[config.mk]
export PLATFORM = sky130hd
export DESIGN_NAME = iq_flow_ctrl
export DESIGN_NICKNAME = d
export VERILOG_FILES = /design/src/rtl/iq_flow_ctrl.sv
export SDC_FILE = /design/constraint.sdc
export NUM_CORES = 1
export LEC_CHECK = 0
export ABC_AREA = 0
export BUFFER_PORTS_ARGS = -buffer_cell sky130_fd_sc_hd__clkbuf_2
export CORE_ASPECT_RATIO = 2
export CORE_UTILIZATION = 40
export DETAILED_ROUTE_END_ITERATION = 10
export PLACE_DENSITY = 0.75
export REMOVE_ABC_BUFFERS = 1
export SLEW_MARGIN = 10
export SYNTH_ARGS = -nofsm -noshare
export SYNTH_HDL_FRONTEND = slang
export SYNTH_SLANG_ARGS = --single-unit
[constraint.sdc]
create_clock -name clk -period 3.6 [get_ports clk]
set_input_delay 1.08 -clock clk [delete_from_list [all_inputs] [get_ports clk]]
set_output_delay 1.08 -clock clk [all_outputs]
set_load 0.05 [all_outputs]
[src/rtl/iq_flow_ctrl.sv]
// iq_flow_ctrl: flow control between fetch, an instruction queue and decode.
// Tracks queue occupancy, throttles fetch near full, and blocks fetch/decode
// for FLUSH_HOLD cycles after a pipeline flush. It also cross-checks its own
// occupancy against the count the queue reports.
// Optional feature: define IQ_PERF_CNT_EN to build the fetch-stall
// performance counter. Without it, stall_cycles is tied to zero.
module iq_flow_ctrl #(
  parameter int SIZE       = 128,
  parameter int FLUSH_HOLD = 2
) (
  input  logic                   clk,
  input  logic                   rst,
  input  logic                   fetch_valid,
  input  logic                   fetch_two,
  output logic                   fetch_stall,
  input  logic                   dec_ready,
  output logic                   dec_valid,
  input  logic                   flush_valid,
  input  logic [31:0]            q_num_items,
  output logic                   q_enq,
  output logic                   q_deq,
  output logic                   q_num_enq,
  output logic                   q_flush,
  output logic [$clog2(SIZE):0]  occ,
  output logic                   occ_err,
  output logic [31:0]            stall_cycles
);

  localparam int OCC_W = $clog2(SIZE) + 1;
  // Fetch may deliver two entries per cycle, so it stops with two slots left.
  localparam logic [OCC_W-1:0] STALL_THR = OCC_W'(SIZE - 3);
  localparam logic [3:0]       HOLD_INIT = 4'(FLUSH_HOLD - 1);

  typedef enum logic {
    ST_RUN,
    ST_HOLD
  } state_t;

  state_t           r_state;
  state_t           w_state_nxt;
  logic [3:0]       r_hold_cnt;
  logic [3:0]       w_hold_nxt;
  logic [OCC_W-1:0] r_occ;
  logic [OCC_W-1:0] w_occ_nxt;
  logic             r_occ_err;
  logic             w_occ_err_nxt;

  logic             w_run;
  logic             w_fetch_stall;
  logic             w_enq;
  logic             w_enq_two;
  logic             w_dec_valid;
  logic             w_deq;
  logic [OCC_W-1:0] w_enq_cnt;

  // Handshake decode and next-state computation for state, hold count,
  // occupancy and the sticky mismatch flag.
  // NOTE: every signal written here gets a default first, so no path through
  // the block leaves a value unassigned and no latch is inferred.
  always_comb begin
    w_run         = (r_state == ST_RUN);
    // While reset is asserted fetch is held off and every queue control is 0.
    w_fetch_stall = ~rst | ~w_run | (r_occ > STALL_THR);
    w_enq         = rst & fetch_valid & ~w_fetch_stall & ~flush_valid;
    w_enq_two     = w_enq & fetch_two;
    w_dec_valid   = rst & w_run & (r_occ != '0) & ~flush_valid;
    w_deq         = w_dec_valid & dec_ready;
    w_enq_cnt     = w_enq ? (w_enq_two ? OCC_W'(2) : OCC_W'(1)) : '0;

    w_state_nxt   = r_state;
    w_hold_nxt    = r_hold_cnt;
    w_occ_nxt     = r_occ + w_enq_cnt - OCC_W'(w_deq);
    w_occ_err_nxt = r_occ_err;

    if (flush_valid) begin
      // A flush empties the queue and (re)starts the hold window from any state.
      w_state_nxt = ST_HOLD;
      w_hold_nxt  = HOLD_INIT;
      w_occ_nxt   = '0;
    end else begin
      case (r_state)
        ST_RUN: begin
          if (32'(r_occ) != q_num_items) begin
            w_occ_err_nxt = 1'b1;
          end
        end
        ST_HOLD: begin
          if (r_hold_cnt == '0) begin
            w_state_nxt = ST_RUN;
          end else begin
            w_hold_nxt = r_hold_cnt - 4'd1;
          end
        end
        default: w_state_nxt = ST_RUN;
      endcase
    end
  end

  // State, hold count, occupancy and error flag registers with synchronous reset.
  // NOTE: sequential state uses non-blocking assignments so every flop samples
  // the pre-edge values regardless of statement order.
  always_ff @(posedge clk) begin
    if (!rst) begin
      r_state    <= ST_RUN;
      r_hold_cnt <= '0;
      r_occ      <= '0;
      r_occ_err  <= 1'b0;
    end else begin
      r_state    <= w_state_nxt;
      r_hold_cnt <= w_hold_nxt;
      r_occ      <= w_occ_nxt;
      r_occ_err  <= w_occ_err_nxt;
    end
  end

`ifdef IQ_PERF_CNT_EN
  logic [31:0] r_stall_cycles;
  logic        w_stall_inc;

  assign w_stall_inc = fetch_valid & w_fetch_stall;

  // Saturating count of cycles where fetch offered work but was refused;
  // only reset clears it, a flush leaves it untouched.
  always_ff @(posedge clk) begin
    if (!rst) begin
      r_stall_cycles <= '0;
    end else if (w_stall_inc && (r_stall_cycles != 32'hFFFF_FFFF)) begin
      r_stall_cycles <= r_stall_cycles + 32'd1;
    end
  end

  assign stall_cycles = r_stall_cycles;
`else
  assign stall_cycles = '0;
`endif

  assign fetch_stall = w_fetch_stall;
  assign q_enq       = w_enq;
  assign q_num_enq   = w_enq_two;
  assign dec_valid   = w_dec_valid;
  assign q_deq       = w_deq;
  assign q_flush     = rst & flush_valid;
  assign occ         = r_occ;
  assign occ_err     = r_occ_err;

endmodule
==> impl_results.rst <==
.. list-table::
   :header-rows: 1

   * - Metric
     - Value
   * - Syn Inst Count
     - 170
   * - Clock tree sinks
     - 14
   * - Routability congestion estimate
     - a little under 0.8
   * - Via count of the first global-routing pass
     - about 1200
   * - DR WL/cell
     - roughly 12 um
   * - Area added between synthesis and finish
     - 16.8%
   * - Number of CTS-inserted buffers
     - 3
   * - Overall routing resource usage
     - 0.179
   * - Transition time at the pin with the least slew margin
     - slightly above 0.6 ns
   * - Vias after detailed routing
     - about 1300
   * - Upper clock frequency limit
     - slightly above 300 MHz
   * - Crit path arrival time
     - 2.23 ns
   * - CP required
     - around 2.5 ns
   * - PwrDens
     - about 560 nW/um^2
   * - Area leader, netlist
     - dfxtp_1
   * - Layout Utilization
     - 0.483
   * - Average vias per placed instance
     - between 5 and 6
   * - Pins Over Slew Limit
     - 0
   * - Critical path startpoint
     - flush_valid
   * - Worst Setup End Kind
     - output port
   * - First-pass GRT wire length
     - 5.15 mm
   * - Maximum number of pins on one net before global-route repair
     - 12
   * - HP Start
     - r_hold_cnt[1]
   * - Clock Root Buffer
     - clkbuf_8
   * - Total of buffers placed on input and output ports
     - between 50 and 60
   * - Post-Route WL
     - between 3 and 4 mm
   * - Total congestion overflow after global routing
     - 0
   * - Final ANT Viol Nets
     - 0
   * - Worst vdd ir
     - about 0.00025 V
   * - Standard-cell rows
     - 30
   * - Area of the die
     - about 3700 um^2
   * - CP Buf/Inv Count
     - 2
   * - Number of gates resized after CTS
     - 0
   * - Cell with the most instances on the worst path
     - clkbuf_2
   * - Worst slew margin relative to its limit
     - 0.586
   * - Count of flip-flops with a built-in enable after synthesis
     - 0
   * - Netlist area before placement
     - between 1000 and 1500 um^2
   * - Highest net fanout along the worst path
     - 6
   * - Worst Path Class, Setup
     - input pin to output port
   * - Max Root-Sink Buffers
     - 2
   * - Main synth FF type
     - dfxtp_1
   * - Post-layout instance count excluding filler cells
     - ~260
   * - Endpoints failing hold
     - 0
   * - Most frequent cells after synthesis
     - 32 x buf_4, 16 x ha_1, 14 x dfxtp_1, 14 x inv_1, 12 x nor2_1
   * - CTS Hold Buffers Added
     - 0
   * - Count of TritonRoute iterations in the first routing pass
     - 7
   * - Sequential area share after synthesis
     - 0.201
   * - Horizontal extent of the die
     - approximately 44 um
   * - Syn avg cell area
     - between 8 and 9 um^2
   * - Unique cell type count in the Yosys netlist
     - 39
   * - Lkg Pwr
     - 0.834 nW
   * - Total placed cells including tap cells
     - around 250
   * - H-tree level count
     - 1
   * - Final worst path period need
     - 3.31 ns
   * - Number of endpoints failing setup at the final stage
     - 0
   * - Ant. Diodes
     - 0
   * - Count of nets after finishing
     - approximately 280
   * - Number of antenna violations at the first check in global routing
     - 0
   * - Largest cells by area after synthesis
     - dfxtp_1 20%, buf_4 17%, ha_1 14%
   * - Violated checks
     - design-rule violations
   * - Part of the cycle the worst path needs
     - 0.918
   * - Count of routing violations after the opening detailed-route iteration
     - 36
   * - Clock latency of the later-clocked register in the worst-skew pair
     - about 0.24 ns
   * - Final HPWL from detailed placement
     - 2.64 mm
   * - Total setup buffers inserted after CTS
     - 0
   * - Longest individual stage delay on the worst path
     - 0.29 ns
   * - Run status
     - complete, but fails checks
   * - Layout cells sized above 1
     - 0.265
   * - # DRC
     - 14
   * - Cell with the most instances after synthesis
     - buf_4
   * - Critical R2R Launch
     - occ[7]
   * - Proportion of netlist area held by the largest area contributor
     - 0.201
   * - Setup repair after global routing missed its margin
     - false
   * - #FFs+latches synth
     - 14
   * - Clock slew at reported path FFs
     - about 0.060 ns
   * - Async set-reset flop share out of synthesis
     - 0
   * - Type of the tightest min-delay check
     - flop to flop
   * - Total number of yosys warnings
     - 0
   * - Crit-path slowest cell
     - clkbuf_2
   * - Kind of cell with the highest combined delay on the critical path
     - simple AND/OR/NAND/NOR gates
   * - Crit path cell chain
     - clkbuf_2, nand2b_1, nor2_1, a21boi_0, and2_1, clkbuf_2
   * - Max-capacitance violation count
     - 0
   * - Core region area
     - between 3000 and 4000 um^2
   * - Starting Density
     - 0.414
   * - Die height
     - 85.6 um
   * - Critical Path Source Type
     - input pin
   * - I/O Pins
     - 85
   * - Skew final
     - around 0.0024 ns
   * - TritonCTS clock tree
     - done
## state kept, by name (all words and copies together) (netlist names)
register,count
occ,8
occ_err,1
r_state,1
r_hold_cnt,4
## where the power goes
part | leakage, nW | switching [mW] | total, mW | internal, mW
Clock | 0.0288 | 0.0546 | 0.151 | 0.0968
Sequential | 0.115 | 0.0335 | 0.214 | 0.180
Combinational | 0.691 | 0.368 | 0.555 | 0.187
Total | 0.834 | 0.456 | 0.920 | 0.464
## cell families after synthesis
kind of cell	share of synthesized area
simple gates	0.216
buf+inv	0.218
compound gates	0.110
fa+ha+maj	0.158
flops	0.201
xor+xnor	0.0815
mux	0.0143
other cells	0.00268
## layout by cell type (no fill, tap or decap), types with 2 or more instances in the layout
cell type,count
mux2i_1,2
o21a_1,2
o21bai_1,3
inv_1,14
nand2_1,4
xnor2_1,9
buf_4,2
and3_1,2
nand2b_1,4
xor2_1,4
nor3_1,6
clkbuf_2,52
ha_1,16
dfxtp_1,14
conb_1,32
nand4_1,5
a211oi_1,2
o21ai_0,2
a21oi_1,5
nor4_1,8
and2_1,5
nor2_1,12
clkbuf_8,4
## metal layers
| layer | routed length (um) | track usage | vias to the layer above |
|---|---|---|---|
| met5 | 0 | 0 | - |
| met4 | 82 | 0.0824 | 0 |
| met3 | 211 | 0.0147 | 8 |
| met2 | 1870 | 0.374 | 80 |
| met1 | 1040 | 0.154 | 596 |
| li1 | - | - | 635 |
## path summary, 6_finish.rpt
path	slack, ns	to	cells past startpoint
min reg2reg	0.52	r_hold_cnt[1]	2
max reg2reg	0.50	occ[7]	13
max	0.29	q_deq	6
min	0.52	r_hold_cnt[1]	2
## worst reg2reg max path, delay by kind of cell (launching register included)
kind | cells | cell delay (ns)
AO/OA/AOI/OAI | 4 | 1.04
adder cells (fa/ha/maj) | 3 | 0.79
buffers and inverters | 2 | 0.15
flip-flops | 1 | 0.41
multiplexers | 1 | 0.11
AND/OR/NAND/NOR | 3 | 0.49
## metrics by stage
| stage | area, um^2 | hold slack [ns] | TNS (ns) | setup slack (ns) | total power, mW |
|---|---|---|---|---|---|
| final | 1630 | 0.521 | 0 | 0.294 | 0.920 |
| after global routing | 1630 | 0.565 | 0 | 0.166 | 0.981 |
| after CTS | 1630 | 0.531 | 0 | 0.272 | 0.923 |
| after detailed placement | 1580 | 0.525 | 0 | 0.0622 | 0.766 |
| after global placement | 1580 | 0.497 | 0 | 0.208 | 0.759 |
| after floorplan | 1260 | 0.487 | -8.13 | -1.14 | 0.642 |
## final cells by class
class                           instances  area (um^2)
Fill cell                             341         1750
Multi-Input combinational cell        140          930
Sequential cell                        14          280
Timing Repair Buffer                   54          275
Clock buffer                            4         55.1
Inverter                               14         52.6
Tap cell                               32         40.0
(Power assumes the default switching activity.)
